[config.mk]
export PLATFORM = sky130hd
export DESIGN_NAME = dvs_event_scheduler_flat
export DESIGN_NICKNAME = d
export VERILOG_FILES = /design/src/rtl/dvs_event_scheduler_if.sv /design/src/rtl/dvs_event_scheduler.sv /design/src/flat_wrapper.sv
export SDC_FILE = /design/constraint.sdc
export NUM_CORES = 1
export LEC_CHECK = 0
export BUFFER_PORTS_ARGS = -buffer_cell sky130_fd_sc_hd__buf_2
export CAP_MARGIN = 25
export CORE_MARGIN = 3
export CORE_UTILIZATION = 54
export CTS_BUF_LIST = sky130_fd_sc_hd__clkbuf_2 sky130_fd_sc_hd__clkbuf_4 sky130_fd_sc_hd__clkbuf_8
export DETAILED_ROUTE_END_ITERATION = 10
export GPL_ROUTABILITY_DRIVEN = 0
export GPL_TIMING_DRIVEN = 0
export PLACE_DENSITY = 0.78
export SKIP_CTS_REPAIR_TIMING = 1
export SLEW_MARGIN = 20
export SYNTH_ARGS = -nofsm -noshare
export SYNTH_HDL_FRONTEND = slang
export SYNTH_SLANG_ARGS = --single-unit
[constraint.sdc]
create_clock -name clk -period 3.97 [get_ports clk]
set_clock_uncertainty 0.1 [all_clocks]
set_input_delay 0.1985 -clock clk [delete_from_list [all_inputs] [get_ports clk]]
set_output_delay 0.1985 -clock clk [all_outputs]
set_load 0.02 [all_outputs]
[src/rtl/dvs_event_scheduler_if.sv]
// Event input, activation-builder and memory port-1 bundle for dvs_event_scheduler.
// slave is the scheduler's view; master is the event source / builder / memory side.
interface dvs_event_scheduler_if #(
   parameter int CAVIAR_X_Y_BITS = 9,
   parameter int TIMESTAMP_BITS  = 16,
   parameter int WORD_SIZE       = 18,
   parameter int FIFO_DEPTH      = 8
);
   logic [2*CAVIAR_X_Y_BITS:0]   ev_in;
   logic [TIMESTAMP_BITS-1:0]    ev_ts;
   logic                         ev_vld;
   logic                         ev_rdy;
   logic [2*CAVIAR_X_Y_BITS:0]   act_cavier;
   logic [TIMESTAMP_BITS-1:0]    act_timestamp;
   logic                         act_vld;
   logic                         act_done;
   logic                         act_rw;
   logic                         act_cen;
   logic [CAVIAR_X_Y_BITS-1:0]   act_addr_x;
   logic [CAVIAR_X_Y_BITS-1:0]   act_addr_y;
   logic [WORD_SIZE-1:0]         act_wdata;
   logic                         mem_rw;
   logic                         mem_cen;
   logic [CAVIAR_X_Y_BITS-1:0]   mem_addr_x;
   logic [CAVIAR_X_Y_BITS-1:0]   mem_addr_y;
   logic [WORD_SIZE-1:0]         mem_wdata;
   logic [$clog2(FIFO_DEPTH):0]  fifo_count;
   logic                         mem_init_done;
   logic                         busy;

   modport slave (
      input  ev_in, ev_ts, ev_vld, act_done, act_rw, act_cen, act_addr_x, act_addr_y, act_wdata,
      output ev_rdy, act_cavier, act_timestamp, act_vld, mem_rw, mem_cen, mem_addr_x, mem_addr_y,
             mem_wdata, fifo_count, mem_init_done, busy
   );

   modport master (
      output ev_in, ev_ts, ev_vld, act_done, act_rw, act_cen, act_addr_x, act_addr_y, act_wdata,
      input  ev_rdy, act_cavier, act_timestamp, act_vld, mem_rw, mem_cen, mem_addr_x, mem_addr_y,
             mem_wdata, fifo_count, mem_init_done, busy
   );
endinterface

[src/rtl/dvs_event_scheduler.sv]
// Buffers CAVIAR events and issues them one at a time to the activation builder; owns memory port 1.
// Define SCHED_MEM_CLEAR_EN to add the post-reset zero-timestamp sweep of the DVS array.
module dvs_event_scheduler #(
   parameter int CAVIAR_X_Y_BITS = 9,
   parameter int TIMESTAMP_BITS  = 16,
   parameter int WORD_SIZE       = 18,
   parameter int FIFO_DEPTH      = 8,
   parameter int DVS_WIDTH       = 346,
   parameter int DVS_HEIGHT      = 260
) (
   input logic                  clk,
   input logic                  rst_n,
   dvs_event_scheduler_if.slave bus
);
   localparam int EV_W    = 2*CAVIAR_X_Y_BITS + 1;
   localparam int ENTRY_W = EV_W + TIMESTAMP_BITS;
   localparam int PTR_W   = $clog2(FIFO_DEPTH);
   localparam int CNT_W   = PTR_W + 1;

   if (FIFO_DEPTH < 2 || (FIFO_DEPTH & (FIFO_DEPTH - 1)) != 0) begin : g_depth_check
      $error("dvs_event_scheduler: FIFO_DEPTH must be a power of two >= 2");
   end
   if (DVS_WIDTH < 1 || DVS_HEIGHT < 1 ||
       DVS_WIDTH > 2**CAVIAR_X_Y_BITS || DVS_HEIGHT > 2**CAVIAR_X_Y_BITS) begin : g_dvs_check
      $error("dvs_event_scheduler: DVS extent does not fit the coordinate width");
   end

   typedef enum logic [1:0] {CLEAR, IDLE, ISSUE, WAIT} state_t;

`ifdef SCHED_MEM_CLEAR_EN
   localparam state_t RESET_STATE = CLEAR;
`else
   localparam state_t RESET_STATE = IDLE;
`endif

   state_t                state, state_nxt;
   logic [ENTRY_W-1:0]    fifo_mem [FIFO_DEPTH];
   logic [PTR_W-1:0]      wr_ptr, rd_ptr;
   logic [CNT_W-1:0]      count;
   logic                  ev_rdy, push, pop, fifo_empty;
   logic [EV_W-1:0]       cav_q;
   logic [TIMESTAMP_BITS-1:0] ts_q;

   assign fifo_empty = (count == '0);
   assign ev_rdy     = (count < CNT_W'(FIFO_DEPTH));
   assign push       = bus.ev_vld & ev_rdy;
   // The head is loaded exactly when the FSM leaves IDLE/WAIT for ISSUE.
   assign pop        = !fifo_empty && ((state == IDLE) || (state == WAIT && bus.act_done));

   assign bus.ev_rdy        = ev_rdy;
   assign bus.fifo_count    = count;
   assign bus.act_cavier    = cav_q;
   assign bus.act_timestamp = ts_q;

`ifdef SCHED_MEM_CLEAR_EN
   localparam logic [CAVIAR_X_Y_BITS-1:0] X_LAST = CAVIAR_X_Y_BITS'(DVS_WIDTH - 1);
   localparam logic [CAVIAR_X_Y_BITS-1:0] Y_LAST = CAVIAR_X_Y_BITS'(DVS_HEIGHT - 1);

   logic [CAVIAR_X_Y_BITS-1:0] clr_x, clr_y;
   logic                       clr_last;

   assign clr_last = (clr_x == X_LAST) && (clr_y == Y_LAST);

   always_ff @(posedge clk) begin
      if (!rst_n) begin
         clr_x <= '0;
         clr_y <= '0;
      end else if (state == CLEAR) begin
         if (clr_x == X_LAST) begin
            clr_x <= '0;
            clr_y <= clr_y + CAVIAR_X_Y_BITS'(1);
         end else begin
            clr_x <= clr_x + CAVIAR_X_Y_BITS'(1);
         end
      end
   end
`endif

   always_ff @(posedge clk) begin
      if (!rst_n) state <= RESET_STATE;
      else        state <= state_nxt;
   end

   always_comb begin
      state_nxt = state;
      case (state)
`ifdef SCHED_MEM_CLEAR_EN
         CLEAR: if (clr_last) state_nxt = IDLE;
`else
         CLEAR: state_nxt = IDLE;
`endif
         IDLE:  if (!fifo_empty) state_nxt = ISSUE;
         ISSUE: state_nxt = WAIT;
         WAIT:  if (bus.act_done) state_nxt = fifo_empty ? IDLE : ISSUE;
      endcase
   end

   always_comb begin
      bus.act_vld    = (state == ISSUE);
      bus.busy       = (state != IDLE) || !fifo_empty;
      bus.mem_rw     = bus.act_rw;
      bus.mem_cen    = bus.act_cen;
      bus.mem_addr_x = bus.act_addr_x;
      bus.mem_addr_y = bus.act_addr_y;
      bus.mem_wdata  = bus.act_wdata;
`ifdef SCHED_MEM_CLEAR_EN
      bus.mem_init_done = (state != CLEAR);
      if (state == CLEAR) begin
         bus.mem_rw     = 1'b1;
         bus.mem_cen    = 1'b1;
         bus.mem_addr_x = clr_x;
         bus.mem_addr_y = clr_y;
         bus.mem_wdata  = '0;
      end
`else
      bus.mem_init_done = 1'b1;
`endif
   end

   always_ff @(posedge clk) begin
      if (!rst_n) begin
         wr_ptr <= '0;
         rd_ptr <= '0;
         count  <= '0;
         cav_q  <= '0;
         ts_q   <= '0;
      end else begin
         if (push) wr_ptr <= wr_ptr + PTR_W'(1);
         if (pop) begin
            rd_ptr        <= rd_ptr + PTR_W'(1);
            {cav_q, ts_q} <= fifo_mem[rd_ptr];
         end
         case ({push, pop})
            2'b10:   count <= count + CNT_W'(1);
            2'b01:   count <= count - CNT_W'(1);
            default: count <= count;
         endcase
      end
   end

   // Storage needs no reset; pointers and count define which entries are live.
   always_ff @(posedge clk) begin
      if (push) fifo_mem[wr_ptr] <= {bus.ev_in, bus.ev_ts};
   end
endmodule

[src/flat_wrapper.sv]
// flat-port wrapper written by rule: the top's interface ports become plain ports
module dvs_event_scheduler_flat 
#(
   parameter int CAVIAR_X_Y_BITS = 9,
   parameter int TIMESTAMP_BITS  = 16,
   parameter int WORD_SIZE       = 18,
   parameter int FIFO_DEPTH      = 8,
   parameter int DVS_WIDTH       = 346,
   parameter int DVS_HEIGHT      = 260
)
  (clk, rst_n, bus_ev_in, bus_ev_ts, bus_ev_vld, bus_act_done, bus_act_rw, bus_act_cen, bus_act_addr_x, bus_act_addr_y, bus_act_wdata, bus_ev_rdy, bus_act_cavier, bus_act_timestamp, bus_act_vld, bus_mem_rw, bus_mem_cen, bus_mem_addr_x, bus_mem_addr_y, bus_mem_wdata, bus_fifo_count, bus_mem_init_done, bus_busy);
  dvs_event_scheduler_if #(.CAVIAR_X_Y_BITS(CAVIAR_X_Y_BITS), .TIMESTAMP_BITS(TIMESTAMP_BITS), .WORD_SIZE(WORD_SIZE), .FIFO_DEPTH(FIFO_DEPTH)) bus_i ();
  input logic clk;
  input logic rst_n;
  input wire logic [$bits(bus_i.ev_in)-1:0] bus_ev_in;
  input wire logic [$bits(bus_i.ev_ts)-1:0] bus_ev_ts;
  input wire logic [$bits(bus_i.ev_vld)-1:0] bus_ev_vld;
  input wire logic [$bits(bus_i.act_done)-1:0] bus_act_done;
  input wire logic [$bits(bus_i.act_rw)-1:0] bus_act_rw;
  input wire logic [$bits(bus_i.act_cen)-1:0] bus_act_cen;
  input wire logic [$bits(bus_i.act_addr_x)-1:0] bus_act_addr_x;
  input wire logic [$bits(bus_i.act_addr_y)-1:0] bus_act_addr_y;
  input wire logic [$bits(bus_i.act_wdata)-1:0] bus_act_wdata;
  output wire logic [$bits(bus_i.ev_rdy)-1:0] bus_ev_rdy;
  output wire logic [$bits(bus_i.act_cavier)-1:0] bus_act_cavier;
  output wire logic [$bits(bus_i.act_timestamp)-1:0] bus_act_timestamp;
  output wire logic [$bits(bus_i.act_vld)-1:0] bus_act_vld;
  output wire logic [$bits(bus_i.mem_rw)-1:0] bus_mem_rw;
  output wire logic [$bits(bus_i.mem_cen)-1:0] bus_mem_cen;
  output wire logic [$bits(bus_i.mem_addr_x)-1:0] bus_mem_addr_x;
  output wire logic [$bits(bus_i.mem_addr_y)-1:0] bus_mem_addr_y;
  output wire logic [$bits(bus_i.mem_wdata)-1:0] bus_mem_wdata;
  output wire logic [$bits(bus_i.fifo_count)-1:0] bus_fifo_count;
  output wire logic [$bits(bus_i.mem_init_done)-1:0] bus_mem_init_done;
  output wire logic [$bits(bus_i.busy)-1:0] bus_busy;
  assign bus_i.ev_in = bus_ev_in;
  assign bus_i.ev_ts = bus_ev_ts;
  assign bus_i.ev_vld = bus_ev_vld;
  assign bus_i.act_done = bus_act_done;
  assign bus_i.act_rw = bus_act_rw;
  assign bus_i.act_cen = bus_act_cen;
  assign bus_i.act_addr_x = bus_act_addr_x;
  assign bus_i.act_addr_y = bus_act_addr_y;
  assign bus_i.act_wdata = bus_act_wdata;
  assign bus_ev_rdy = bus_i.ev_rdy;
  assign bus_act_cavier = bus_i.act_cavier;
  assign bus_act_timestamp = bus_i.act_timestamp;
  assign bus_act_vld = bus_i.act_vld;
  assign bus_mem_rw = bus_i.mem_rw;
  assign bus_mem_cen = bus_i.mem_cen;
  assign bus_mem_addr_x = bus_i.mem_addr_x;
  assign bus_mem_addr_y = bus_i.mem_addr_y;
  assign bus_mem_wdata = bus_i.mem_wdata;
  assign bus_fifo_count = bus_i.fifo_count;
  assign bus_mem_init_done = bus_i.mem_init_done;
  assign bus_busy = bus_i.busy;
  dvs_event_scheduler #(.CAVIAR_X_Y_BITS(CAVIAR_X_Y_BITS), .TIMESTAMP_BITS(TIMESTAMP_BITS), .WORD_SIZE(WORD_SIZE), .FIFO_DEPTH(FIFO_DEPTH), .DVS_WIDTH(DVS_WIDTH), .DVS_HEIGHT(DVS_HEIGHT)) u_core (.clk(clk), .rst_n(rst_n), .bus(bus_i));
endmodule
Word level (Yosys, flattened, before mapping)
Memories as Yosys holds them, arrays and structs flattened. A register that Yosys moved wholly into a read port is not among the register bits.
Cells that the tools add are included.
{"block": "word_totals", "ff_bits": 12, "ramBits": 280, "input_bits": 77, "output_inout_bits": 81, "wordCells": 36, "n_memories": 1}
{"block": "op_classes", "n_addsub": 4, "magnitude_cmp": 1, "n_eq_ne": 8, "muxes": 7, "bitwise_logic": 1, "reduce_logical": 10}
{"name": "u_core.fifo_mem", "depth": 8, "width": 35, "read_ports": 1, "rd_ports_with_merged_regs": 1, "write_ports": 1, "line_no": "dvs_event_scheduler.sv:37", "text": "logic [ENTRY_W-1:0] fifo_mem [FIFO_DEPTH];"}
{"operator": "2-bit case mux with 4 select lines", "count": 1}
{"operator": "4-bit case mux with 2 select lines", "count": 1}
{"operator": "3-bit by 1-bit adder with 3-bit output (second input constant)", "count": 2}
{"operator": "2-bit equality test (second input constant)", "count": 3}
{"operator": "2-bit 2-to-1 mux", "count": 3}
{"operator": "4-bit by 1-bit adder with 4-bit output (second input constant)", "count": 1}
{"operator": "2-bit by 1-bit equality test with 1-bit output (second input constant)", "count": 2}
{"operator": "4-bit logical NOT", "count": 1}
{"operator": "4-bit < comparator (second input constant)", "count": 1}
{"operator": "2-bit inequality test (second input constant)", "count": 2}
{"operator": "4-bit by 1-bit subtractor with 4-bit output (second input constant)", "count": 1}
{"operator": "1-bit logical AND", "count": 2}
{"operator": "1-bit logical NOT", "count": 2}
{"operator": "2-bit logical NOT", "count": 1}
{"operator": "1-bit logical OR", "count": 2}
{"operator": "1-bit 2-to-1 mux", "count": 2}
{"operator": "2-bit by 1-bit inequality test with 1-bit output (second input constant)", "count": 1}
{"operator": "2-bit AND reduction", "count": 1}
{"operator": "2-bit nonzero test", "count": 1}
{"operator": "1-bit AND", "count": 1}

Logic depth before layout (Yosys ltp)
Gate-level depths: netlist of the first run.
{"block": "logic_depth", "depth_word": 6, "ltp_mapped": 12, "mapped_depth_nobuf": 9}

Worst setup path before layout of the first run
OpenSTA, ideal clock, no wires.
{"block": "synth_timing", "path_type": "reg-to-reg", "start": "register u_core.count[3] (netlist: u_core.bus.fifo_count[3])", "end": "memory u_core.fifo_mem[0][0] in the netlist's numbering (enable)", "setup_ns": 0.471, "arrival_time_ns": 3.295, "required_ns": 3.399, "slack_ns": 0.104, "path_stages_with_launch": 5, "n_path_buf": 1, "period_less_slack_ns": 3.866, "path_cell_list": "dfxtp_1 > nor2b_1 > clkbuf_1 > nand2b_1 > nor3_1"}
{"block": "synth_via", "elab_chain_cells": 4}
{"element": "from (decl)", "line_no": "dvs_event_scheduler.sv:39", "text": "logic [CNT_W-1:0] count;"}
{"element": "from (signal assigned)", "line_no": "dvs_event_scheduler.sv:134", "text": "2'b10: count <= count + CNT_W'(1);"}
{"element": "from (signal assigned)", "line_no": "dvs_event_scheduler.sv:135", "text": "2'b01: count <= count - CNT_W'(1);"}
{"element": "from (signal assigned)", "line_no": "dvs_event_scheduler.sv:136", "text": "default: count <= count;"}
{"element": "4-bit < comparator", "line_no": "dvs_event_scheduler.sv:45", "text": "assign ev_rdy = (count < CNT_W'(FIFO_DEPTH));"}
{"element": "1-bit AND", "line_no": "dvs_event_scheduler.sv:46", "text": "assign push = bus.ev_vld & ev_rdy;"}
{"element": "1-bit 2-to-1 mux", "line_no": "dvs_event_scheduler.sv:143", "text": "if (push) fifo_mem[wr_ptr] <= {bus.ev_in, bus.ev_ts};"}
{"element": "1-bit 2-to-1 mux (implied by the code)", "line_no": "dvs_event_scheduler.sv:143"}
{"element": "to (decl)", "line_no": "dvs_event_scheduler.sv:37"}
No other way between the ends.

Worst setup path after layout of the first run
{"block": "layout_timing", "start": "register u_core.count[1] (netlist: u_core.bus.fifo_count[1])", "end": "register u_core.count[2] (netlist: u_core.bus.fifo_count[2])"}
{"block": "layout_via", "elab_chain_cells": 5, "elab_cells_between_ends": 11, "cone_classes": "add/sub: 2; order compare: 1; eq/ne: 2; mux: 1; bitwise: 1; reduce/logical: 4"}
{"element": "4-bit logical NOT (*)", "line_no": "dvs_event_scheduler.sv:44", "text": "assign fifo_empty = (count == '0);"}
{"element": "1-bit logical NOT (*)", "line_no": "dvs_event_scheduler.sv:48", "text": "assign pop = !fifo_empty && ((state == IDLE) || (state == WAIT && bus.act_done));"}
{"element": "1-bit logical AND (*)", "line_no": "dvs_event_scheduler.sv:48"}
{"element": "net u_core.pop", "line_no": "dvs_event_scheduler.sv:40", "text": "logic ev_rdy, push, pop, fifo_empty;"}
{"element": "2-bit by 1-bit equality test with 1-bit output / 2-bit equality test (equally long branches)", "line_no": "dvs_event_scheduler.sv:133", "text": "case ({push, pop})"}
{"element": "4-bit case mux with 2 select lines / 2-bit nonzero test (equally long branches)"}
The timed path passes the listed nets; every way through them passes the cells marked *.
A chain may end at the register's enable or synchronous reset.

==> run_summary.xml, run 1 <==
<?xml version="1.0" encoding="UTF-8"?>
<metrics>
  <group name="layout">
    <metric name="post_route_cells_drive_above_1_share" unit="%">39.5</metric>
    <metric name="num-nets-final" unit="">947</metric>
    <metric name="antenna_cells_inserted" unit="">0</metric>
    <metric name="filler_cell_count" unit="">1470</metric>
    <metric name="stdcell_count" unit="">1184</metric>
    <metric name="syn2layout_area_growth" unit="%">21.4</metric>
    <metric name="layout.cell_area.non_filler" unit="mm²">0.0150</metric>
  </group>
  <group name="placement">
    <metric name="post-dp-hpwl" unit="µm">16600</metric>
    <metric name="buffer_ports.inserted" unit="">117</metric>
    <metric name="total_instance_count_after_detailed_placement" unit="">1056</metric>
    <metric name="place_area" unit="mm²">0.0136</metric>
  </group>
  <group name="route">
    <metric name="final_antenna_net_count" unit="">0</metric>
    <metric name="drt_pre_antenna_iters" unit="">5</metric>
    <metric name="detail_route.drc_violations" unit="">0</metric>
    <metric name="detail_route.iter0.violations" unit="">809</metric>
    <metric name="route.detailed.wl_per_inst" unit="µm">22.7</metric>
    <metric name="routed_wirelength" unit="µm">26900</metric>
    <metric name="num_vias" unit="">6853</metric>
    <metric name="drt-vias-per-instance" unit="">5.79</metric>
  </group>
  <group name="floorplan">
    <metric name="floorplan.die.width" unit="µm">157</metric>
    <metric name="die-height" unit="µm">157</metric>
    <metric name="floorplan.initialDensity" unit="%">55.9</metric>
    <metric name="floorplan.core_area" unit="mm²">0.0222</metric>
    <metric name="floorplan.die_area" unit="mm²">0.0248</metric>
    <metric name="rows" unit="">54</metric>
    <metric name="io-pin-count" unit="">158</metric>
  </group>
  <group name="worst_setup_path">
    <metric name="critical-path-slowest-cell" unit="">o41a_4</metric>
    <metric name="timing.critical_path.depth" unit="">12</metric>
    <metric name="critical_path.max_fanout" unit="">11</metric>
    <metric name="worst_path_required" unit="ns">4.33</metric>
    <metric name="crit_family" unit="">compound AO/OA/AOI/OAI gates</metric>
    <metric name="reg2reg_from" unit="">u_core.bus.fifo_count[1]$_SDFFE_PN0P_</metric>
    <metric name="setup.worst_path.end_class" unit="">flop</metric>
    <metric name="critical_path_arrival" unit="ns">3.37</metric>
    <metric name="reg2reg_depth" unit="">12</metric>
    <metric name="crit_buf_inv" unit="">3</metric>
    <metric name="cp_slowest_stage_delay" unit="ns">0.47</metric>
    <metric name="worst_reg2reg_endpoint" unit="">u_core.bus.fifo_count[2]$_SDFFE_PN0P_</metric>
    <metric name="start_kind" unit="">flop</metric>
    <metric name="setup.reg_to_reg.worst_slack" unit="ns">0.96</metric>
    <metric name="critical_path_class" unit="">reg -&gt; reg</metric>
    <metric name="path_cells" unit="">buf_6 -&gt; o41a_4 -&gt; and2_4 -&gt; buf_6 -&gt; buf_8 -&gt; ha_1 -&gt; xor2_1 -&gt; ha_1 -&gt; a21oi_1 -&gt; xor2_1 -&gt; or3_1 -&gt; a21boi_0</metric>
  </group>
  <group name="cts">
    <metric name="clock_path_buffers" unit="">3</metric>
    <metric name="clock_sink_count" unit="">327</metric>
    <metric name="number_of_buffers_added_by_the_clock_tree_synthesis_step" unit="">50</metric>
    <metric name="cts_tree" unit="">built</metric>
    <metric name="cts.root.buffer_cell" unit="">clkbuf_8</metric>
    <metric name="ctsHtreeMaxLevel" unit="">2</metric>
    <metric name="clkSlewWorstSetupHoldPaths" unit="ns">0.06</metric>
    <metric name="clock_latency" unit="ns">0.56</metric>
  </group>
  <group name="timing">
    <metric name="fmaxAchievable" unit="MHz">333</metric>
    <metric name="worstMarginPinSlew" unit="ns">0.832</metric>
    <metric name="headroom_to_the_max_slew_limit" unit="%">44.4</metric>
    <metric name="grt_setup_unrepaired" unit="">false</metric>
    <metric name="hold-worst-slack" unit="ns">0.0179</metric>
    <metric name="setup_tns" unit="ns">0</metric>
    <metric name="finalMaxSlewViolations" unit="">0</metric>
    <metric name="period_share" unit="%">75.7</metric>
    <metric name="finalSetupViolations" unit="">0</metric>
    <metric name="final_hold_viol_count" unit="">0</metric>
    <metric name="min_period" unit="ns">3.01</metric>
  </group>
  <group name="pwr">
    <metric name="leakage" unit="nW">5.31</metric>
    <metric name="power.internal" unit="mW">7.02</metric>
    <metric name="power_frac_clock" unit="%">27.5</metric>
    <metric name="power_switching" unit="mW">3.21</metric>
    <metric name="power.share.switching" unit="%">31.4</metric>
    <metric name="power.sequential.fraction" unit="%">43.5</metric>
    <metric name="max-vdd-ir-drop" unit="mV">0.397</metric>
    <metric name="power_per_cell_area" unit="mW/mm²">680</metric>
    <metric name="power_frac_comb" unit="%">29.0</metric>
  </group>
  <group name="global_route">
    <metric name="grt_antenna_before_repair" unit="">0</metric>
    <metric name="global_route.overflow_total" unit="">0</metric>
    <metric name="grt_first_pass_wirelength" unit="µm">40200</metric>
    <metric name="grt_pass1_vias" unit="">6964</metric>
    <metric name="grt_max_degree" unit="">21</metric>
    <metric name="grt_usage" unit="%">21.8</metric>
  </group>
  <group name="logic_synthesis">
    <metric name="avgSynthCellArea" unit="µm²">19.3</metric>
    <metric name="synthFlopType" unit="">edfxtp_1</metric>
    <metric name="postSynthRegisterBits" unit="">327</metric>
    <metric name="syn_inst" unit="">642</metric>
    <metric name="synth.area.top_cells" unit="">edfxtp_1, mux4_2, dfxtp_1</metric>
    <metric name="synth_warnings" unit="">0</metric>
    <metric name="synth.distinct_cells" unit="">37</metric>
    <metric name="synth-seq-area-share" unit="%">75.5</metric>
    <metric name="synth-edff-count" unit="">280</metric>
    <metric name="synth_top_area_share" unit="%">67.9</metric>
    <metric name="synth_most_common_cell" unit="">edfxtp_1</metric>
    <metric name="mappedNetlistArea" unit="mm²">0.0124</metric>
    <metric name="mappedNetlistNets" unit="">724</metric>
    <metric name="synth_common_cells" unit="">edfxtp_1, mux4_2, dfxtp_1</metric>
    <metric name="synth_largest_area_cell" unit="">edfxtp_1</metric>
    <metric name="synth-async-reset-ratio" unit="%">0</metric>
  </group>
  <group name="hold_path">
    <metric name="worstHoldEndpoint" unit="">u_core.bus.fifo_count[1]$_SDFFE_PN0P_</metric>
    <metric name="whs_path_depth" unit="">2</metric>
    <metric name="hold_start" unit="">rst_n</metric>
    <metric name="timing.hold.worst.class" unit="">in -&gt; reg</metric>
  </group>
  <group name="flow_run">
    <metric name="maxCapViolations" unit="">0</metric>
  </group>
  <group name="status">
    <metric name="run_status" unit="">finished, final reports clean</metric>
  </group>
</metrics>
[placed cells by master, fill, tap and decap left out, types with 29 or more instances in the layout]
master           n
o22ai_1         35
mux4_2          70
buf_4           53
dfxtp_1         47
nor2_1          36
dlygate4sd3_1   37
o21ai_0         29
buf_2          125
edfxtp_1       280
clkbuf_8        60
[registers in the layout (all words and copies together) (netlist names)]
signal and cells:
u_core.rd_ptr 3, u_core.bus.act_timestamp 16, u_core.bus.act_cavier 19, u_core.bus.fifo_count 4, u_core.wr_ptr 3, u_core.fifo_mem 280
u_core.state 2
[power groups by stage]
stage                     clock network (mW)  logic (mW)  registers (mW)
after floorplan                            0        1.71            4.71
after global placement                     0        2.76            4.51
after detailed placement                   0        2.93            4.51
after CTS                               2.85        2.95            4.44
after global routing                    3.01        3.21            4.49
final                                   2.82        2.97            4.45
[layout make-up]
class	count	area, µm²	area share, %
clock buffer	74	931	6.19
clock inverter	17	110	0.732
sequential	327	9350	62.1
buffer	72	475	3.16
inverter	3	11.3	0.0748
tap	280	350	2.33
timing repair buffer	171	1210	8.03
multi-input combinational	240	2610	17.3
[metrics by stage]
| step | total power, mW | utilization (%) | worst slack (ns) |
|---|---|---|---|
| 6_report | 10.2 | 67.9 | 0.965 |
| 5_1_grt | 10.7 | 67.9 | 0.856 |
| 4_1_cts | 10.2 | 66.2 | 0.977 |
| 3_5_place_dp | 7.44 | 61.5 | 0.996 |
| 3_3_place_gp | 7.26 | 60.1 | -2.37 |
| 2_1_floorplan | 6.43 | - | 0.104 |
[cell families after synthesis]
group	Yosys count	share of synthesized area (%)
other	1	0.0303
xor gates and xnor gates	7	0.495
adders and majority gates	5	0.505
buffers and inverters	75	3.93
and+or+nand+nor	75	2.83
DFF	327	75.5
muxes	74	13.0
AOI/OAI and AO/OA	78	3.72
[worst max-delay path by stage]
stage | from | end
after global routing | u_core.bus.fifo_count[1]$_SDFFE_PN0P_ | u_core.bus.fifo_count[2]$_SDFFE_PN0P_
after CTS | u_core.bus.fifo_count[1]$_SDFFE_PN0P_ | u_core.bus.fifo_count[2]$_SDFFE_PN0P_
final | u_core.bus.fifo_count[1]$_SDFFE_PN0P_ | u_core.bus.fifo_count[2]$_SDFFE_PN0P_
after global placement | u_core.bus.fifo_count[3]$_SDFFE_PN0P_ | u_core.fifo_mem[4][21]$_DFFE_PP_
after floorplan | u_core.bus.fifo_count[3]$_SDFFE_PN0P_ | u_core.fifo_mem[0][0]$_DFFE_PP_
after detailed placement | u_core.bus.fifo_count[1]$_SDFFE_PN0P_ | u_core.bus.fifo_count[2]$_SDFFE_PN0P_
[routing by layer]
layer | routed length (µm) | GRT usage, %
met2 | 13000 | 35.3
met3 | 2650 | 4.87
met5 | 0 | 0
met4 | 452 | 5.66
met1 | 10700 | 30.6
Note: power is estimated with default switching activity, not from simulation.
==> run 2: changes to the inputs <==
--- a/config.mk
+++ b/config.mk
@@ -8,12 +8,12 @@
 export BUFFER_PORTS_ARGS = -buffer_cell sky130_fd_sc_hd__buf_2
 export CAP_MARGIN = 25
 export CORE_MARGIN = 3
-export CORE_UTILIZATION = 54
+export CORE_UTILIZATION = 59
 export CTS_BUF_LIST = sky130_fd_sc_hd__clkbuf_2 sky130_fd_sc_hd__clkbuf_4 sky130_fd_sc_hd__clkbuf_8
 export DETAILED_ROUTE_END_ITERATION = 10
 export GPL_ROUTABILITY_DRIVEN = 0
 export GPL_TIMING_DRIVEN = 0
-export PLACE_DENSITY = 0.78
+export PLACE_DENSITY = 0.81
 export SKIP_CTS_REPAIR_TIMING = 1
 export SLEW_MARGIN = 20
 export SYNTH_ARGS = -nofsm -noshare
==> constraint.sdc (replaced) <==
create_clock -name clk -period 3.2 [get_ports clk]
set_clock_uncertainty 0.1 [all_clocks]
set_input_delay 0.16 -clock clk [delete_from_list [all_inputs] [get_ports clk]]
set_output_delay 0.16 -clock clk [all_outputs]
set_load 0.02 [all_outputs]
==> run 2 against run 1 <==
Global-route usage increased by 1.6 points. Final area about the same. Critical path type unchanged. Setup slack got worse by 0.72 ns. Hold slack improved by 0.0046 ns. First-iteration DRC count decreased by 2.5%. Critical endpoint unchanged. Flip-flop and latch count unchanged. Largest power group unchanged. Sequential power increased by 24%. Core utilization increased by 5.8 points. Cell count decreased by 1.2%.
==> run_summary.xml, run 2 (same netlist as run 1, synthesis figures left out) <==
<?xml version="1.0" encoding="UTF-8"?>
<metrics>
  <group name="placement">
    <metric name="buffer_ports.inserted" unit="">117</metric>
    <metric name="place_area" unit="mm²">0.0136</metric>
    <metric name="total_instance_count_after_detailed_placement" unit="">1041</metric>
    <metric name="post-dp-hpwl" unit="µm">16500</metric>
  </group>
  <group name="layout">
    <metric name="antenna_cells_inserted" unit="">0</metric>
    <metric name="leading_cell_types_in_the_layout_fill_and_taps_excluded" unit="">edfxtp_1, buf_2, mux4_2</metric>
    <metric name="post_route_cells_drive_above_1_share" unit="%">39.2</metric>
    <metric name="num-nets-final" unit="">942</metric>
    <metric name="registers.top_by_ff_count" unit="">u_core.fifo_mem</metric>
    <metric name="layout.cell_area.non_filler" unit="mm²">0.0150</metric>
    <metric name="stdcell_count" unit="">1170</metric>
    <metric name="syn2layout_area_growth" unit="%">21.4</metric>
    <metric name="flip_flop_count_of_the_largest_register_all_copies_and_words_added" unit="">280</metric>
    <metric name="layout_commonest_cell" unit="">edfxtp_1</metric>
  </group>
  <group name="worst_setup_path">
    <metric name="setup.worst_path.end_class" unit="">flop</metric>
    <metric name="start_kind" unit="">flop</metric>
    <metric name="start_point_of_the_critical_path" unit="">u_core.bus.fifo_count[1]$_SDFFE_PN0P_</metric>
    <metric name="path_cells" unit="">buf_6 -&gt; o41a_4 -&gt; and2_4 -&gt; buf_6 -&gt; buf_8 -&gt; ha_1 -&gt; xor2_1 -&gt; ha_1 -&gt; a21oi_1 -&gt; xor2_1 -&gt; or3_1 -&gt; a21boi_0</metric>
    <metric name="reg2reg_depth" unit="">12</metric>
    <metric name="critical_path_class" unit="">reg -&gt; reg</metric>
    <metric name="worst_reg2reg_endpoint" unit="">u_core.bus.fifo_count[2]$_SDFFE_PN0P_</metric>
    <metric name="worst_setup_path_endpoint" unit="">u_core.bus.fifo_count[2]$_SDFFE_PN0P_</metric>
    <metric name="setup.reg_to_reg.worst_slack" unit="ns">0.25</metric>
    <metric name="crit_buf_inv" unit="">3</metric>
    <metric name="cp_slowest_stage_delay" unit="ns">0.47</metric>
    <metric name="critical_path.max_fanout" unit="">11</metric>
    <metric name="worst_path_required" unit="ns">3.58</metric>
    <metric name="critical-path-slowest-cell" unit="">o41a_4</metric>
    <metric name="reg2reg_from" unit="">u_core.bus.fifo_count[1]$_SDFFE_PN0P_</metric>
    <metric name="timing.critical_path.depth" unit="">12</metric>
    <metric name="crit_family" unit="">compound AO/OA/AOI/OAI gates</metric>
    <metric name="critical_path_arrival" unit="ns">3.33</metric>
  </group>
  <group name="global_route">
    <metric name="global_route.usage.met3" unit="%">4.55</metric>
    <metric name="grt_antenna_before_repair" unit="">1</metric>
    <metric name="grt_pass1_vias" unit="">6919</metric>
    <metric name="grt_first_pass_wirelength" unit="µm">39000</metric>
    <metric name="gr-usage-met2" unit="%">38.5</metric>
    <metric name="grt_usage" unit="%">23.4</metric>
    <metric name="grt_max_degree" unit="">21</metric>
    <metric name="gr-usage-met1" unit="%">31.7</metric>
    <metric name="grt-busiest-layer" unit="">met2</metric>
    <metric name="global_route.overflow_total" unit="">0</metric>
  </group>
  <group name="cts">
    <metric name="ctsHtreeMaxLevel" unit="">2</metric>
    <metric name="cts_tree" unit="">built</metric>
    <metric name="clkSlewWorstSetupHoldPaths" unit="ns">0.06</metric>
    <metric name="clock_sink_count" unit="">327</metric>
    <metric name="clock_latency" unit="ns">0.58</metric>
    <metric name="cts.root.buffer_cell" unit="">clkbuf_8</metric>
    <metric name="number_of_buffers_added_by_the_clock_tree_synthesis_step" unit="">49</metric>
    <metric name="clock_path_buffers" unit="">3</metric>
  </group>
  <group name="timing">
    <metric name="final_hold_viol_count" unit="">0</metric>
    <metric name="min_period" unit="ns">2.95</metric>
    <metric name="finalMaxSlewViolations" unit="">0</metric>
    <metric name="fmaxAchievable" unit="MHz">339</metric>
    <metric name="headroom_to_the_max_slew_limit" unit="%">45.2</metric>
    <metric name="worstMarginPinSlew" unit="ns">0.822</metric>
    <metric name="finalSetupViolations" unit="">0</metric>
    <metric name="grt_setup_unrepaired" unit="">false</metric>
    <metric name="period_share" unit="%">92.3</metric>
  </group>
  <group name="route">
    <metric name="detail_route.drc_violations" unit="">0</metric>
    <metric name="routed_wirelength" unit="µm">26800</metric>
    <metric name="detail_route.iter0.violations" unit="">789</metric>
    <metric name="route.detailed.wl_per_inst" unit="µm">22.9</metric>
    <metric name="drt_pre_antenna_iters" unit="">5</metric>
    <metric name="final_antenna_net_count" unit="">0</metric>
    <metric name="drt-vias-per-instance" unit="">5.95</metric>
    <metric name="num_vias" unit="">6962</metric>
  </group>
  <group name="floorplan">
    <metric name="rows" unit="">52</metric>
    <metric name="die-height" unit="µm">151</metric>
    <metric name="io-pin-count" unit="">158</metric>
    <metric name="floorplan.initialDensity" unit="%">60.7</metric>
    <metric name="floorplan.die.width" unit="µm">151</metric>
    <metric name="floorplan.die_area" unit="mm²">0.0228</metric>
    <metric name="floorplan.core_area" unit="mm²">0.0204</metric>
  </group>
  <group name="pwr">
    <metric name="max-vdd-ir-drop" unit="mV">0.519</metric>
    <metric name="leakage" unit="nW">5.30</metric>
    <metric name="power_per_cell_area" unit="mW/mm²">844</metric>
  </group>
  <group name="hold_path">
    <metric name="timing.hold.worst.class" unit="">in -&gt; reg</metric>
  </group>
  <group name="status">
    <metric name="run_status" unit="">finished, final reports clean</metric>
  </group>
  <group name="flow_run">
    <metric name="maxCapViolations" unit="">0</metric>
  </group>
</metrics>
## run 2: changes by cell type in the layout (fill, tap and decap cells not counted), moves of 2 or more
cell / delta
buf_4: -8
clkbuf_4: +6
buf_8: +5
clkbuf_8: -3
buf_6: -2
clkinv_2: -2
nor3_2: -2
nor3_4: +2
## run 2: layer usage
| layer | wire length (µm) | vias up |
|---|---|---|
| met5 | 12 | - |
| met4 | 598 | 2 |
| met3 | 2450 | 46 |
| met2 | 13800 | 424 |
| met1 | 9960 | 3525 |
| li1 | - | 2965 |
## run 2: worst min-delay path: cells and delay by family
family                 cells  cell delay, ns
buffers and inverters      1            0.27
AO/OA/AOI/OAI              1            0.17
AND/OR/NAND/NOR            1            0.05
## run 2: power by group
group          switching [mW]  internal, mW  leakage, nW  total, mW
Clock                    1.52          1.94        0.550       3.46
Combinational            2.16          1.54         1.82       3.71
Sequential              0.280          5.24         2.93       5.52
## run 2: final cells by class
cell class,count,area (µm²)
Fill cell,1197,5380
Sequential cell,327,9350
Clock buffer,77,935
Tap cell,270,338
Clock inverter,14,97.6
Multi-Input combinational cell,240,2620
Buffer,72,475
Inverter,3,11.3
Timing Repair Buffer,167,1220
## run 2: how the worst min path moves through the flow
stage | start | endpoint | depth (start not counted) | slack [ns]
final | rst_n | u_core.bus.act_cavier[4]$_SDFFE_PN0P_ | 3 | 0.02
after detailed placement | bus_ev_in[0] | u_core.fifo_mem[0][16]$_DFFE_PP_ | 1 | 0.33
after floorplan | bus_ev_ts[0] | u_core.fifo_mem[0][0]$_DFFE_PP_ | 0 | 0.16
after CTS | bus_ev_in[0] | u_core.fifo_mem[0][16]$_DFFE_PP_ | 1 | -0.30
after global routing | rst_n | u_core.bus.act_cavier[2]$_SDFFE_PN0P_ | 3 | 0.01
after global placement | bus_ev_in[0] | u_core.fifo_mem[4][16]$_DFFE_PP_ | 1 | 0.31
## run 2: per-stage QoR
step | total power, mW | hold WS [ns] | worst slack (ns) | utilization (%) | TNS (ns)
2_1_floorplan | 7.97 | 0.159 | 0.271 | - | 0
3_3_place_gp | 8.99 | 0.312 | -1.22 | 65.2 | -319.33
3_5_place_dp | 9.24 | 0.327 | 0.282 | 66.7 | 0
4_1_cts | 12.7 | -0.300 | 0.262 | 71.8 | 0
5_1_grt | 13.3 | 0.0119 | 0.105 | 73.7 | 0
6_report | 12.7 | 0.0224 | 0.248 | 73.7 | 0
==> run 3: changes to the inputs <==
--- a/config.mk
+++ b/config.mk
@@ -13,7 +13,7 @@
 export DETAILED_ROUTE_END_ITERATION = 10
 export GPL_ROUTABILITY_DRIVEN = 0
 export GPL_TIMING_DRIVEN = 0
-export PLACE_DENSITY = 0.81
+export PLACE_DENSITY = 0.79
 export SKIP_CTS_REPAIR_TIMING = 1
 export SLEW_MARGIN = 20
 export SYNTH_ARGS = -nofsm -noshare
==> constraint.sdc (replaced) <==
create_clock -name clk -period 3.62 [get_ports clk]
set_clock_uncertainty 0.1 [all_clocks]
set_input_delay 0.181 -clock clk [delete_from_list [all_inputs] [get_ports clk]]
set_output_delay 0.181 -clock clk [all_outputs]
set_load 0.02 [all_outputs]
==> run 3 against run 2 <==
Flip-flop and latch count stayed put. Global-route usage is 0.45 points higher. Setup slack better by 0.41 ns. Die area stayed put. Clock power is 9.2% lower. Critical path type unchanged. Highest routed layer is now met4.
==> run_summary.xml, run 3 (same netlist as run 1, synthesis figures left out) <==
<?xml version="1.0" encoding="UTF-8"?>
<metrics>
  <group name="status">
    <metric name="run_status" unit="">finished, final reports clean</metric>
  </group>
  <group name="placement">
    <metric name="place_area" unit="mm²">0.0137</metric>
    <metric name="post-dp-hpwl" unit="µm">16900</metric>
    <metric name="buffer_ports.inserted" unit="">117</metric>
    <metric name="pre_cts_slack" unit="ns">0.675</metric>
  </group>
  <group name="cts">
    <metric name="number_of_buffers_added_by_the_clock_tree_synthesis_step" unit="">50</metric>
    <metric name="ctsHtreeMaxLevel" unit="">2</metric>
    <metric name="clock_sink_count" unit="">327</metric>
    <metric name="clock_latency" unit="ns">0.57</metric>
    <metric name="cts.root.buffer_cell" unit="">clkbuf_8</metric>
    <metric name="clkSlewWorstSetupHoldPaths" unit="ns">0.06</metric>
    <metric name="cts_tree" unit="">built</metric>
    <metric name="clock_path_buffers" unit="">3</metric>
  </group>
  <group name="route">
    <metric name="num_vias" unit="">6881</metric>
    <metric name="drt_pre_antenna_iters" unit="">5</metric>
    <metric name="final_antenna_net_count" unit="">0</metric>
    <metric name="drt-vias-per-instance" unit="">5.86</metric>
    <metric name="detail_route.iter0.violations" unit="">513</metric>
    <metric name="route.detailed.wl_per_inst" unit="µm">23.2</metric>
    <metric name="routed_wirelength" unit="µm">27200</metric>
    <metric name="detail_route.drc_violations" unit="">0</metric>
  </group>
  <group name="hold_path">
    <metric name="whs_path_depth" unit="">3</metric>
    <metric name="timing.hold.worst.class" unit="">in -&gt; reg</metric>
    <metric name="hold_start" unit="">rst_n</metric>
    <metric name="worstHoldEndpoint" unit="">u_core.bus.act_cavier[1]$_SDFFE_PN0P_</metric>
  </group>
  <group name="floorplan">
    <metric name="floorplan.die_area" unit="mm²">0.0228</metric>
    <metric name="rows" unit="">52</metric>
    <metric name="floorplan.die.width" unit="µm">151</metric>
    <metric name="floorplan.core_area" unit="mm²">0.0204</metric>
    <metric name="io-pin-count" unit="">158</metric>
    <metric name="floorplan.initialDensity" unit="%">60.7</metric>
    <metric name="die-height" unit="µm">151</metric>
  </group>
  <group name="pwr">
    <metric name="max-vdd-ir-drop" unit="mV">0.470</metric>
    <metric name="power_per_cell_area" unit="mW/mm²">744</metric>
    <metric name="leakage" unit="nW">5.34</metric>
    <metric name="total_power" unit="mW">11.3</metric>
  </group>
  <group name="worst_setup_path">
    <metric name="critical_path_class" unit="">reg -&gt; reg</metric>
    <metric name="critical_path.max_fanout" unit="">11</metric>
    <metric name="critical_path_arrival" unit="ns">3.35</metric>
    <metric name="start_kind" unit="">flop</metric>
    <metric name="reg2reg_depth" unit="">12</metric>
    <metric name="worst_path_required" unit="ns">4.00</metric>
    <metric name="setup.reg_to_reg.worst_slack" unit="ns">0.65</metric>
    <metric name="reg2reg_from" unit="">u_core.bus.fifo_count[1]$_SDFFE_PN0P_</metric>
    <metric name="worst_reg2reg_endpoint" unit="">u_core.bus.fifo_count[2]$_SDFFE_PN0P_</metric>
    <metric name="setup.worst_path.end_class" unit="">flop</metric>
  </group>
  <group name="global_route">
    <metric name="global_route.overflow_total" unit="">0</metric>
    <metric name="grt_antenna_before_repair" unit="">0</metric>
    <metric name="grt_pass1_vias" unit="">6896</metric>
    <metric name="grt_first_pass_wirelength" unit="µm">39600</metric>
    <metric name="grt_usage" unit="%">23.8</metric>
    <metric name="grt_max_degree" unit="">21</metric>
  </group>
  <group name="layout">
    <metric name="multi_input_area" unit="mm²">0.00262</metric>
    <metric name="layout_commonest_cell" unit="">edfxtp_1</metric>
    <metric name="num-nets-final" unit="">945</metric>
    <metric name="area_taken_by_flip_flops_and_latches" unit="mm²">0.00935</metric>
    <metric name="leading_cell_types_in_the_layout_fill_and_taps_excluded" unit="">edfxtp_1, buf_2, mux4_2</metric>
    <metric name="layout.cell_area.non_filler" unit="mm²">0.0151</metric>
    <metric name="flip_flop_count_of_the_largest_register_all_copies_and_words_added" unit="">280</metric>
    <metric name="antenna_cells_inserted" unit="">0</metric>
    <metric name="filler_cell_count" unit="">1160</metric>
    <metric name="post_route_cells_drive_above_1_share" unit="%">39.0</metric>
    <metric name="syn2layout_area_growth" unit="%">22.2</metric>
    <metric name="registers.top_by_ff_count" unit="">u_core.fifo_mem</metric>
  </group>
  <group name="timing">
    <metric name="worstMarginPinSlew" unit="ns">0.874</metric>
    <metric name="postLayoutSetupSlackWorst" unit="ns">0.654</metric>
    <metric name="min_period" unit="ns">2.97</metric>
    <metric name="fmaxAchievable" unit="MHz">337</metric>
    <metric name="grt_setup_unrepaired" unit="">false</metric>
    <metric name="headroom_to_the_max_slew_limit" unit="%">41.6</metric>
    <metric name="final_hold_viol_count" unit="">0</metric>
    <metric name="period_share" unit="%">81.9</metric>
    <metric name="finalMaxSlewViolations" unit="">0</metric>
    <metric name="finalSetupViolations" unit="">0</metric>
  </group>
  <group name="flow_run">
    <metric name="maxCapViolations" unit="">0</metric>
  </group>
</metrics>
[run 3: cell count changes in the layout (fill, tap and decap cells not counted), moves of 2 or more]
cell	delta
clkinv_2	+3
clkinv_1	+4
inv_6	-2
buf_16	+4
clkbuf_4	-7
buf_12	-2
clkbuf_8	+3
[run 3: critical path: stages, from the launching register on]
cell and delay (ns):
dfxtp_1 0.32, buf_6 0.13, o41a_4 0.46, and2_4 0.19, buf_6 0.15, buf_8 0.15, ha_1 0.27, xor2_1 0.17
ha_1 0.18, a21oi_1 0.15, xor2_1 0.10, or3_1 0.30, a21boi_0 0.20
[run 3: worst max path at each step]
| stage | startpoint | endpoint | slack [ns] | cells after the start |
|---|---|---|---|---|
| 6_report | u_core.bus.fifo_count[1]$_SDFFE_PN0P_ | u_core.bus.fifo_count[2]$_SDFFE_PN0P_ | 0.65 | 12 |
| 3_3_place_gp | u_core.bus.fifo_count[3]$_SDFFE_PN0P_ | u_core.fifo_mem[7][24]$_DFFE_PP_ | -0.87 | 4 |
| 2_1_floorplan | u_core.bus.fifo_count[3]$_SDFFE_PN0P_ | u_core.fifo_mem[2][0]$_DFFE_PP_ | 0.69 | 4 |
| 3_5_place_dp | u_core.bus.fifo_count[1]$_SDFFE_PN0P_ | u_core.bus.fifo_count[2]$_SDFFE_PN0P_ | 0.67 | 12 |
| 5_1_grt | u_core.bus.fifo_count[1]$_SDFFE_PN0P_ | u_core.bus.fifo_count[2]$_SDFFE_PN0P_ | 0.49 | 12 |
| 4_1_cts | u_core.bus.fifo_count[1]$_SDFFE_PN0P_ | u_core.bus.fifo_count[2]$_SDFFE_PN0P_ | 0.66 | 12 |
[run 3: per-layer routing]
layer | track usage [%] | wire (µm)
met3 | 5.36 | 2330
met5 | 0 | 0
met4 | 8.11 | 510
met2 | 38.7 | 13600
met1 | 32.5 | 10700
[run 3: final cells by class]
type,count,share of cell area (%)
Clock inverter,20,0.933
Timing Repair Buffer,169,8.48
Inverter,3,0.0743
Sequential cell,327,61.7
Buffer,72,3.14
Clock buffer,73,6.10
Tap cell,270,2.23
Multi-Input combinational cell,240,17.3
[run 3: per-stage QoR]
step | hold slack, ns | setup TNS, ns | util (%) | cells
after global placement | 0.335 | -201.95 | 65.2 | 1029
after CTS | -0.253 | 0 | 72.3 | 1136
final | 0.0357 | 0 | 74.1 | 1174
after floorplan | 0.180 | 0 | - | 642
after detailed placement | 0.349 | 0 | 67.1 | 1043
after global routing | 0.0447 | 0 | 74.1 | 1174
[run 3: report_power, final]
group          leakage, nW  internal [mW]  switching (mW)
sequential            2.93           4.63           0.240
combinational         1.85           1.35            1.90
clock                0.567           1.78            1.36
